## config.mk

```make
export PLATFORM = sky130hd
export DESIGN_NAME = bfp16_ws_col_ctrl
export DESIGN_NICKNAME = d
export VERILOG_FILES = /design/src/rtl/bfp16_pkg.sv /design/src/rtl/bfp16_skew_line.sv /design/src/rtl/bfp16_ws_col_ctrl.sv
export SDC_FILE = /design/constraint.sdc
export NUM_CORES = 1
export LEC_CHECK = 0
export CAP_MARGIN = 20
export CORE_AREA = 2 2 104 106
export CTS_BUF_LIST = sky130_fd_sc_hd__clkbuf_4
export DETAILED_ROUTE_END_ITERATION = 8
export DIE_AREA = 0 0 106 108
export MAX_ROUTING_LAYER = met4
export PLACE_DENSITY = 0.81
export SETUP_SLACK_MARGIN = 0.15
export SLEW_MARGIN = 0
export SYNTH_ARGS = -nofsm -noshare
export SYNTH_HDL_FRONTEND = slang
export SYNTH_HIERARCHICAL = 1
export SYNTH_SLANG_ARGS = --single-unit
```

## constraint.sdc

```tcl
create_clock -name i_clk -period 3 [get_ports i_clk]
set_clock_uncertainty 0.2 [all_clocks]
set_input_delay 0.3 -clock i_clk [delete_from_list [all_inputs] [get_ports i_clk]]
set_output_delay 0.3 -clock i_clk [all_outputs]
set_load 0.01 [all_outputs]
```

## src/rtl/bfp16_pkg.sv

```systemverilog
// rtl/bfp16_pkg.sv - shared BFP16 constants, column ctrl encodings and controller states
package bfp16_pkg;

  localparam int BFP16_W = 16;

  localparam logic CTRL_HOLD  = 1'b1;
  localparam logic CTRL_SHIFT = 1'b0;

  typedef enum logic [2:0] {
    ST_IDLE,
    ST_WFILL,
    ST_WSHIFT,
    ST_STREAM,
    ST_DRAIN,
    ST_DONE
  } ctrl_state_e;

endpackage

```

## src/rtl/bfp16_skew_line.sv

```systemverilog
// rtl/bfp16_skew_line.sv - per-lane delay line, lane k delayed by (k+BASE)*LAT cycles
module bfp16_skew_line #(
  parameter int LANES = 2,
  parameter int W     = 16,
  parameter int LAT   = 1,
  parameter int BASE  = 0
) (
  input  logic               i_clk,
  input  logic               i_rst,
  input  logic [LANES*W-1:0] i_data,
  output logic [LANES*W-1:0] o_data
);

  for (genvar k = 0; k < LANES; k++) begin : g_lane
    localparam int D = (k + BASE) * LAT;
    if (D == 0) begin : g_pass
      assign o_data[k*W +: W] = i_data[k*W +: W];
    end else begin : g_dly
      logic [W-1:0] r_sh [D];
      // advance every stage of this lane by one cycle; reset flushes to zero
      always_ff @(posedge i_clk) begin
        if (i_rst) begin
          for (int j = 0; j < D; j++) r_sh[j] <= '0;
        end else begin
          r_sh[0] <= i_data[k*W +: W];
          for (int j = 1; j < D; j++) r_sh[j] <= r_sh[j-1];
        end
      end
      assign o_data[k*W +: W] = r_sh[D-1];
    end
  end

endmodule

```

## src/rtl/bfp16_ws_col_ctrl.sv

```systemverilog
// rtl/bfp16_ws_col_ctrl.sv - weight-stationary BFP16 PE column sequencer
module bfp16_ws_col_ctrl
  import bfp16_pkg::*;
#(
  parameter int DEPTH  = 2,
  parameter int PE_LAT = 1,
  parameter int LEN_W  = 8
) (
  input  logic                       i_clk,
  input  logic                       i_rst,
  input  logic                       i_start,
  input  logic                       i_reload,
  input  logic [LEN_W-1:0]           i_len,
  input  logic                       i_w_valid,
  output logic                       o_w_ready,
  input  logic [BFP16_W-1:0]         i_w_data,
  input  logic                       i_x_valid,
  output logic                       o_x_ready,
  input  logic [BFP16_W*DEPTH-1:0]   i_x_data,
  output logic                       o_pe_ctrl,
  output logic [BFP16_W-1:0]         o_pe_weight,
  output logic [BFP16_W*DEPTH-1:0]   o_pe_ifmap,
  input  logic [BFP16_W-1:0]         i_col_out,
  output logic                       o_y_valid,
  output logic [BFP16_W-1:0]         o_y_data,
  output logic                       o_busy,
  output logic                       o_done
);

  localparam int            IW   = $clog2(DEPTH);
  localparam logic [IW-1:0] LAST = IW'(DEPTH - 1);

  ctrl_state_e              r_state, w_next;
  logic [LEN_W-1:0]         r_len, r_acc_cnt, r_res_cnt;
  logic [BFP16_W-1:0]       r_wbuf [DEPTH];
  logic [IW-1:0]            r_wcnt, r_scnt;
  logic                     w_w_acc, w_x_acc, w_vpipe_out, w_lanes_en;
  logic [BFP16_W*DEPTH-1:0] w_skew_in, w_skew_out;

  assign w_w_acc    = i_w_valid & o_w_ready;
  assign w_x_acc    = i_x_valid & o_x_ready;
  assign w_lanes_en = (r_state == ST_STREAM) || (r_state == ST_DRAIN);

  // state register
  always_ff @(posedge i_clk) begin
    if (i_rst) r_state <= ST_IDLE;
    else       r_state <= w_next;
  end

  // next-state decode and per-state column/handshake outputs
  always_comb begin
    w_next      = r_state;
    o_w_ready   = 1'b0;
    o_x_ready   = 1'b0;
    o_pe_ctrl   = CTRL_HOLD;
    o_pe_weight = '0;
    o_busy      = 1'b1;
    o_done      = 1'b0;
    case (r_state)
      ST_IDLE: begin
        o_busy = 1'b0;
        if (i_start) begin
          if (i_reload)            w_next = ST_WFILL;
          else if (i_len == '0)    w_next = ST_DONE;
          else                     w_next = ST_STREAM;
        end
      end
      ST_WFILL: begin
        o_w_ready = 1'b1;
        if (i_w_valid && (r_wcnt == LAST)) w_next = ST_WSHIFT;
      end
      ST_WSHIFT: begin
        o_pe_ctrl   = CTRL_SHIFT;
        o_pe_weight = r_wbuf[r_scnt];
        if (r_scnt == LAST) w_next = (r_len == '0) ? ST_DONE : ST_STREAM;
      end
      ST_STREAM: begin
        o_x_ready = 1'b1;
        if (i_x_valid && (r_acc_cnt == r_len - LEN_W'(1))) w_next = ST_DRAIN;
      end
      ST_DRAIN: begin
        if (r_res_cnt == r_len) w_next = ST_DONE;
      end
      ST_DONE: begin
        o_done = 1'b1;
        w_next = ST_IDLE;
      end
      default: w_next = ST_IDLE;
    endcase
  end

  // job length capture plus beat, shift, acceptance and result counters
  always_ff @(posedge i_clk) begin
    if (i_rst) begin
      r_len     <= '0;
      r_acc_cnt <= '0;
      r_res_cnt <= '0;
      r_wcnt    <= '0;
      r_scnt    <= '0;
    end else begin
      if ((r_state == ST_IDLE) && i_start) begin
        r_len     <= i_len;
        r_acc_cnt <= '0;
        r_res_cnt <= '0;
      end
      if (w_w_acc)               r_wcnt    <= (r_wcnt == LAST) ? '0 : r_wcnt + IW'(1);
      if (r_state == ST_WSHIFT)  r_scnt    <= (r_scnt == LAST) ? '0 : r_scnt + IW'(1);
      if (w_x_acc)               r_acc_cnt <= r_acc_cnt + LEN_W'(1);
      if (w_vpipe_out)           r_res_cnt <= r_res_cnt + LEN_W'(1);
    end
  end

  // weight buffer, filled in arrival order so entry 0 (deepest PE) shifts in first
  always_ff @(posedge i_clk) begin
    if (i_rst) begin
      for (int i = 0; i < DEPTH; i++) r_wbuf[i] <= '0;
    end else if (w_w_acc) begin
      r_wbuf[r_wcnt] <= i_w_data;
    end
  end

  // result register: tag col_out when the matching valid emerges, hold otherwise
  always_ff @(posedge i_clk) begin
    if (i_rst) begin
      o_y_valid <= 1'b0;
      o_y_data  <= '0;
    end else begin
      o_y_valid <= w_vpipe_out;
      if (w_vpipe_out) o_y_data <= i_col_out;
    end
  end

  // skew line lane k carries PE k, which sits in the x_data/pe_ifmap slice counted from the top
  for (genvar k = 0; k < DEPTH; k++) begin : g_map
    assign w_skew_in[k*BFP16_W +: BFP16_W] =
      w_x_acc ? i_x_data[(DEPTH-1-k)*BFP16_W +: BFP16_W] : '0;
    assign o_pe_ifmap[(DEPTH-1-k)*BFP16_W +: BFP16_W] =
      w_lanes_en ? w_skew_out[k*BFP16_W +: BFP16_W] : '0;
  end

  bfp16_skew_line #(
    .LANES (DEPTH),
    .W     (BFP16_W),
    .LAT   (PE_LAT),
    .BASE  (0)
  ) u_ifmap_skew (
    .i_clk  (i_clk),
    .i_rst  (i_rst),
    .i_data (w_skew_in),
    .o_data (w_skew_out)
  );

  bfp16_skew_line #(
    .LANES (1),
    .W     (1),
    .LAT   (PE_LAT),
    .BASE  (DEPTH)
  ) u_valid_pipe (
    .i_clk  (i_clk),
    .i_rst  (i_rst),
    .i_data (w_x_acc),
    .o_data (w_vpipe_out)
  );

endmodule

```

==> impl_metrics.py <==
metrics = {
    "grt": {
        "grt_max_degree": 39,
        "met1_usage_pct": 24.8,
        "antenna_found_initial": 1,
        "use_met3_pct": 3.50,
        "grt.busiest_layer": "met2",
        "track_usage_pct": 20.9,
        "grt_use_met2_pct": 35.9,
        "grt_pass1_vias": 3984,
        "grt-ovfl-total": 0,
        "grt_pass1_wl_um": 18600,
    },
    "yosys": {
        "ys_top_cells_by_area": "dfxtp_1, edfxtp_1, mux2i_1, nor2b_1, and3_1",
        "synth-seq-cells": 97,
        "syn_area_mm2": 0.00494,
        "avgSynthCellArea_um2": 9.41,
        "syn-num-nets": 608,
        "ys_seq_area_share_pct": 45.8,
        "synth_cells": 525,
        "synthArstFlopShare_pct": 0,
        "synth_edf_count": 32,
        "ys_types": 45,
        "yosys.area.top_type": "dfxtp_1",
        "synth_flop_cell": "dfxtp_1",
        "synth_top_area_share_pct": 26.3,
        "synth_warnings": 6,
    },
    "clock_network": {
        "cts_made_buffers": 9,
        "cts_tree": "done",
        "clockBufferDepth": 2,
        "cts_sinks": 97,
        "cts_root_buf": "clkbuf_4",
        "insertion_delay_ps": 440,
        "hold_buffers": 0,
        "clkTransAtPathRegs_ps": 150,
        "h-tree-depth": 3,
    },
    "pwr": {
        "peakVddDrop_v": 0.000316,
        "clkPwrFrac_pct": 22.9,
        "comb_power_share_pct": 30.8,
        "p_int_mw": 2.32,
        "power_mw": 3.40,
        "seq_power_share_pct": 46.3,
        "powerDensity_mw_per_mm2": 513,
        "p_sw_share_pct": 31.6,
        "p_leak_nw": 2.46,
        "switchingPower_mw": 1.07,
    },
    "sta": {
        "setup_viol": 0,
        "rsz0062_at_grt": "no",
        "period_share_pct": 90.7,
        "min_period_ps": 2720,
        "worstMarginPinSlew_ps": 719,
        "fmax_mhz": 368,
        "hold_viol": 0,
        "holdWs_ps": 148,
        "slew_violations": 0,
        "setup_ws_ps": 279,
        "maxSlewHeadroom_pct": 51.7,
        "finalSetupTns_ps": 0,
    },
    "critical_path": {
        "critPathKind": "register to primary output",
        "start_kind": "register",
        "path_max_fanout": 19,
        "cp-end-kind": "primary output",
        "arrival_ps": 2220,
        "required_ps": 2500,
    },
    "route": {
        "wl_per_cell_um": 14.7,
        "drt-pass1-iter-count": 4,
        "detail-route-antenna-nets": 0,
        "wl_um": 11600,
        "vias_per_cell": 5.08,
        "drt-initial-drc-count": 208,
        "drc": 0,
        "vias": 4000,
    },
    "place": {
        "dpl_worst_slack_ps": 263,
        "dpl.hpwl_um": 8110,
        "io_buffers": 147,
        "routabilityCongestion": 0.865,
    },
    "worst_hold_path": {
        "hold_path_class": "input pin to register",
    },
    "floorplan": {
        "die-area_mm2": 0.0114,
        "core_area_mm2": 0.0102,
        "die_x_um": 106,
        "io-pin-count": 148,
        "die_y_um": 108,
        "start_util_pct": 48.3,
        "rows": 37,
    },
    "layout": {
        "area_growth_pct": 33.9,
        "utilization_pct": 64.7,
        "drive_gt1_share_pct": 8.77,
        "layout.nets": 728,
    },
    "job": {
        "maxCapViolations": 0,
    },
    "status": {
        "status": "finished, final reports clean",
    },
}
==> registers in the layout, indices dropped and copies added, names as in the netlist, named ones only <==
name,cells
r_wbuf,32
o_y_data,16
r_len,8
o_y_valid,1
r_scnt,1
r_res_cnt,8
r_acc_cnt,8
u_ifmap_skew/g_lane.g_dly.r_sh,16
u_valid_pipe/g_lane.g_dly.r_sh,2
r_state,3
r_wcnt,1
==> layout by cell type (no fill, tap or decap), drive strengths merged, types with 19 or more instances in the layout <==
master,netlist,layout
nor2,51,52
mux2i,33,33
nor2b,46,46
clkdlybuf4s50,0,146
dfxtp,65,65
a21oi,25,25
nand2,30,30
edfxtp,32,32
and2,33,33
and3,35,35
xnor2,19,19
==> power by group through the flow <==
stage	clock network, mW	registers (mW)	logic, mW
2_1_floorplan	0	1.54	0.719
3_3_place_gp	0	1.58	1.00
3_5_place_dp	0	1.59	1.01
4_1_cts	0.804	1.57	1.03
5_1_grt	0.843	1.59	1.15
6_report	0.777	1.57	1.05
==> Yosys cell counts, drive strengths merged (19+ instances only) <==
master / count
nand2: 30
nor2: 51
edfxtp: 32
and3: 35
buf: 25
nor2b: 46
dfxtp: 65
mux2i: 33
xnor2: 19
and2: 33
a21oi: 25
clkbuf: 28
==> path summary, 6_finish.rpt <==
check / startpoint / endpoint / slack (ps) / depth (start not counted)
worst max-delay path: r_state[2]$_SDFFE_PP0P_ / o_pe_weight[1] / 280 / 5
worst min-delay path: i_rst / register / 150 / 3
worst min register to register: u_valid_pipe/g_lane[0].g_dly.r_sh[0][0]$_SDFF_PP0_ / u_valid_pipe/g_lane[0].g_dly.r_sh[0][1]$_SDFF_PP0_ / 250 / 1
worst max register to register: r_state[2]$_SDFFE_PP0P_ / r_state[1]$_SDFFE_PP0P_ / 530 / 9
==> cells by family (layout without fill, tap and decap cells) <==
logic type / count (synthesis) / in the layout / share of synthesized area (%)
multiplexers: 35 / 35 / 7.14
AO/OA/AOI/OAI: 45 / 45 / 5.49
AND/OR/NAND/NOR: 252 / 253 / 28.8
adder cells (fa/ha/maj): 5 / 5 / 1.27
flip-flops: 97 / 97 / 45.8
buffers and inverters: 62 / 186 / 6.43
XOR/XNOR: 29 / 29 / 5.14
other: 0 / 1 / 0
==> per-layer routing <==
layer	wire length, um	vias to the layer above
met5	0	-
met4	193	0
met3	707	13
met2	5660	126
met1	5010	1857
li1	-	2004
==> stage by stage <==
step                instance area, um^2  cells
floorplan                          4940    525
global placement                   6400    767
detailed placement                 6400    767
CTS                                6570    783
global route                       6620    787
finish                             6620    787
==> critical path: stages (launching register included) <==
cell	delay [ps]
dfxtp_1	370
buf_4	170
nand2b_1	160
or2_4	330
nor2_1	180
clkdlybuf4s50_1	560
==> cell type report <==
class / count / area, um^2
Antenna cell: 1 / 2.50
Timing Repair Buffer: 161 / 1580
Sequential cell: 97 / 2270
Fill cell: 863 / 3610
Tap cell: 136 / 170
Multi-Input combinational cell: 367 / 2400
Inverter: 9 / 33.8
Clock buffer: 9 / 67.6
Clock inverter: 7 / 90.1
==> repair_timing <==
action | in CTS | in global routing
pin swaps | 0 | 2
buffers inserted | 0 | 2
gates cloned | 0 | 1
setup endpoints to repair | 44 | 32
resized for setup | 6 | 6
(Power assumes the default switching activity.)
==> variant 1: new RTL, config.mk and constraints unchanged <==
`LEN_W`: 8 -> 16.
--- a/src/rtl/bfp16_ws_col_ctrl.sv
+++ b/src/rtl/bfp16_ws_col_ctrl.sv
@@ -5,5 +5,5 @@
   parameter int DEPTH  = 2,
   parameter int PE_LAT = 1,
-  parameter int LEN_W  = 8
+  parameter int LEN_W  = 16
 ) (
   input  logic                       i_clk,
Interface: changed (resized i_len); port bits go from 148 to 156. No check against the original RTL was run, so the function may have changed too.
==> variant 1 against the unedited design <==
- final area up 28%
- sequential power up 27%
- synthesized cell count up 42%
- count of clock-buffer cells in the layout up 8
- wire length up 41%
- worst setup slack worse by 0.021 ns
- power up 43%
- sequential cell count up 24
- synthesized area up 33%
- largest power group unchanged
==> variant 1: results (changes against the unedited design) <==
outcome: "finished clean"
diodes: 0  # -1
drt_iter0_drc: 379  # +82%
gp_congestion: 0.900  # +4.0%
max-vdd-ir-drop_v: 0.000544  # +72%
first_global_vias: 5458  # +37%
io_buffers: 155  # +5.4%
r2r-start: "r_len[0]"
clk_pin_slew_worst_paths_ns: 0.12  # -0.03 ns
synth.net_count: 834  # +37%
synth.distinct_cells: 60  # +33%
use_met2_pct: 48.1  # +12 points
grt_pass1_wl_um: 25700  # +38%
cts_buffers: 17  # +8
routed_wl_um: 16300  # +41%
hpwl_um: 11300  # +40%
worstMarginPinSlew_ns: 0.741  # +0.0215 ns
track_usage_pct: 29.5  # +8.6 points
grtUsageMet1_pct: 34.9  # +10 points
power.leakage_nw: 3.41  # +38%
via_per_inst: 5.62  # +11%
dp_cells: 981  # +28%
grt_max_degree: 51  # +31%
synthTopCellsByCount: "89 x dfxtp_1, 83 x nor2_1, 67 x nand2_1, 42 x nor2b_1, 41 x and3_1"
critPathCapture: "o_pe_ifmap[7]"
drt-pass1-iter-count: 5  # +1
synthTopCellsByArea: "dfxtp_1 27%, edfxtp_1 15%, mux2i_1 5.3%"
layout-drive-gt1-share_pct: 11.2  # +2.4 points
synthMuxAreaShare_pct: 5.99  # -1.1 points
hold_path_startpoint: "i_len[13]"
synth_compound_area_share_pct: 6.77  # +1.3 points
crit_fanout: 8  # -11
met3_usage_pct: 7.35  # +3.9 points
nNetsFinal: 964  # +32%
ys_seq_area_share_pct: 41.6  # -4.2 points
r2r_setup_slack_ns: 0.41  # -0.12 ns
-- variant 1: routing by layer --
metal  routed length (um)  share of wire, %  up-vias
li1                     -                 -     2776
met1                 6590                40     2688
met2                 7990                49      241
met3                 1250               7.7       43
met4                  449               2.8        0
met5                    0                 0        -
-- variant 1: cell families (layout without fill, tap and decap cells) --
family / Yosys count / after routing
buffers and inverters: 81 / 224
xor gates and xnor gates: 53 / 53
DFF: 121 / 121
and+or+nand+nor: 373 / 373
adders and majority gates: 5 / 5
muxes: 39 / 39
AOI/OAI and AO/OA: 71 / 71
-- variant 1: worst min path at each step --
stage          slack [ns]                                      end  cells past startpoint
2_1_floorplan        0.17  u_valid_pipe/g_lane[0].g_dly.r_sh[0][0]                      1
3_3_place_gp         0.22  u_valid_pipe/g_lane[0].g_dly.r_sh[0][1]                      1
3_5_place_dp         0.22  u_valid_pipe/g_lane[0].g_dly.r_sh[0][1]                      1
4_1_cts              0.09                                r_len[13]                      3
5_1_grt              0.10                                r_len[12]                      3
6_report             0.12                                r_len[13]                      3
-- variant 1: area by class of cell --
cell class	instances	area, sq um
fillers	645	1740
multi-input cells	541	3420
well taps	136	170
flip-flops and latches	121	2760
inverters	13	48.8
clock inverters	15	164
repair buffers	179	1800
clock buffers	17	128
-- variant 1: power breakdown --
group	switching, W	internal [W]
Clock	0.000679	0.000513
Sequential	0.000175	0.00181
Combinational	0.000872	0.000788
Total	0.00173	0.00312
-- variant 1: timing repair --
action | CTS | global route
resized for setup | 12 | 8
endpoints found under the hold margin | 3 | 0
hold buffers | 1 | 0
buffers inserted | 0 | 7
setup endpoints to repair | 33 | 24
gates cloned | 0 | 1
-- variant 1: worst max-delay path: cells and delay by family (launching register included) --
kind	cells	cell delay (ns)
buf+inv	3	0.87
flops	1	0.39
simple gates	2	0.37
compound gates	1	0.06
-- variant 1: through the flow --
step           worst slack [ns]  area, sq um  utilization [%]
6_report                  0.259         8490             83.0
5_1_grt                   0.165         8490             83.0
4_1_cts                   0.153         8390             82.0
3_5_place_dp              0.418         8060             78.8
3_3_place_gp              0.518         8060             78.8
2_1_floorplan             0.480         6600                -
==> variant 2: new RTL, same settings <==
Made on the original files. Encoding of `ctrl_state_e`: now one-hot (6 bits for 6 states).
--- a/src/rtl/bfp16_pkg.sv
+++ b/src/rtl/bfp16_pkg.sv
@@ -7,11 +7,11 @@
   localparam logic CTRL_SHIFT = 1'b0;
 
-  typedef enum logic [2:0] {
-    ST_IDLE,
-    ST_WFILL,
-    ST_WSHIFT,
-    ST_STREAM,
-    ST_DRAIN,
-    ST_DONE
+  typedef enum logic [5:0] {
+    ST_IDLE   = 6'b000001,
+    ST_WFILL  = 6'b000010,
+    ST_WSHIFT = 6'b000100,
+    ST_STREAM = 6'b001000,
+    ST_DRAIN  = 6'b010000,
+    ST_DONE   = 6'b100000
   } ctrl_state_e;
 
Function: same outputs for any inputs over 4 cycles, from zero or initial values and one cycle with i_rst high; so few cycles prove little.
==> variant 2 against the unedited design <==
- worst setup slack got worse by 0.16 ns
- synthesized cell count rose by 1.7%
- cell count rose by 4.2%
- synthesized area rose by 5.8%
- final area rose by 5.2%
- wire length rose by 8.6%
- power fell by 1.6%
- sequential share of layout area fell by 0.84 points
- sequential cell count rose by 3
==> variant 2: results (changes against the unedited design) <==
antenna_found_initial: 0  # -1
r2r-start: "r_state[0]"
num_vias: 4303  # +7.6%
hpwl_um: 8550  # +5.5%
outcome: "finished clean"
routed_wl_um: 12600  # +8.6%
r2r-end: "r_state[0]"
holdPathStages: 2  # -1
cp_data_arrival_time_ns: 2.38  # +0.16 ns
gp_congestion: 0.810  # -6.4%
route.met2.wl_um: 6580  # +16%
fillers: 800  # -7.3%
ys_seq_area_share_pct: 44.4  # -1.4 points
layout-drive-gt1-share_pct: 23.2  # +14 points
synth.distinct_cells: 67  # +49%
first_global_vias: 4151  # +4.2%
diodes: 0  # -1
worstMarginPinSlew_ns: 0.736  # +0.0171 ns
r2r_setup_slack_ns: 0.33  # -0.20 ns
met3_usage_pct: 3.98  # +0.48 points
grt_pass1_wl_um: 19600  # +5.4%
reg2regPathDepth: 10  # +1
synthTopCellsByCount: "68 x dfxtp_1, 50 x nor2_1, 36 x and3_1, 33 x and2_1, 33 x mux2i_1"
synthTopCellsByArea: "dfxtp_1 26%, edfxtp_1 18%, mux2i_1 6.3%"
drt_iter0_drc: 233  # +12%
post_cts_buffers: 9  # +9
slowest_stage: "or4_4"
nNetsFinal: 762  # +4.7%
wl_met3_um: 607  # -14%
crit_start: "r_state[1]"
swShare_pct: 31.9  # +0.29 points
synth.net_count: 617  # +1.5%
drt-met1-wl_um: 5210  # +3.9%
cpPeakStageDelay_ns: 0.53  # -0.03 ns
track_usage_pct: 22.0  # +1.2 points
p_clk_share_pct: 22.4  # -0.5 points
critPathCapture: "o_pe_ifmap[30]"
power.leakage_nw: 2.94  # +19%
switchingPower_w: 0.00107  # -0.69%
max-vdd-ir-drop_v: 0.000292  # -7.5%
## variant 2: changes by cell type in the layout (fill, tap and decap cells not counted), sizes merged, moves of 4 or more
| cell | before | now |
|---|---|---|
| buf | 15 | 70 |
| clkdlybuf4s50 | 146 | 93 |
| and2b | 6 | 21 |
| nor2b | 46 | 31 |
| clkbuf | 9 | 22 |
| xnor2 | 19 | 9 |
| xor2 | 10 | 18 |
| o21ai | 7 | 2 |
| or3 | 4 | 0 |
| or4 | 2 | 6 |
## variant 2: layout make-up
| cell class | count | area share (%) |
|---|---|---|
| Clock buffer | 10 | 1.08 |
| Clock inverter | 6 | 1.11 |
| Sequential cell | 100 | 33.5 |
| Timing Repair Buffer | 179 | 22.0 |
| Multi-Input combinational cell | 378 | 38.9 |
| Inverter | 8 | 0.665 |
| Timing Repair inverter | 3 | 0.342 |
| Tap cell | 136 | 2.45 |
## variant 2: worst max-delay path, delay by kind of cell, from the launching register on
kind,cells,cell delay (ns)
buf+inv,3,0.34
flops,1,0.34
simple gates,4,1.27
## variant 2: metrics by stage
step / hold WS (ns) / cells / TNS, ns / instance area (sq um) / setup WS (ns)
2_1_floorplan: 0.172 / 534 / 0 / 5240 / 0.357
3_3_place_gp: 0.227 / 784 / -1.15 / 6690 / -0.0811
3_5_place_dp: 0.229 / 784 / -5.54 / 6690 / -0.248
4_1_cts: 0.0867 / 813 / 0 / 6890 / 0.0324
5_1_grt: 0.119 / 820 / 0 / 6960 / 0.0114
6_report: 0.118 / 820 / 0 / 6960 / 0.123
## variant 2: cells by family (layout without fill, tap and decap cells)
family,after synthesis,in the layout,share of synthesized area (%)
simple gates,258,261,29.6
flops,100,100,44.4
buf+inv,59,206,6.72
compound gates,52,52,7.27
mux,33,33,6.31
xor+xnor,27,27,4.52
fa+ha+maj,5,5,1.20
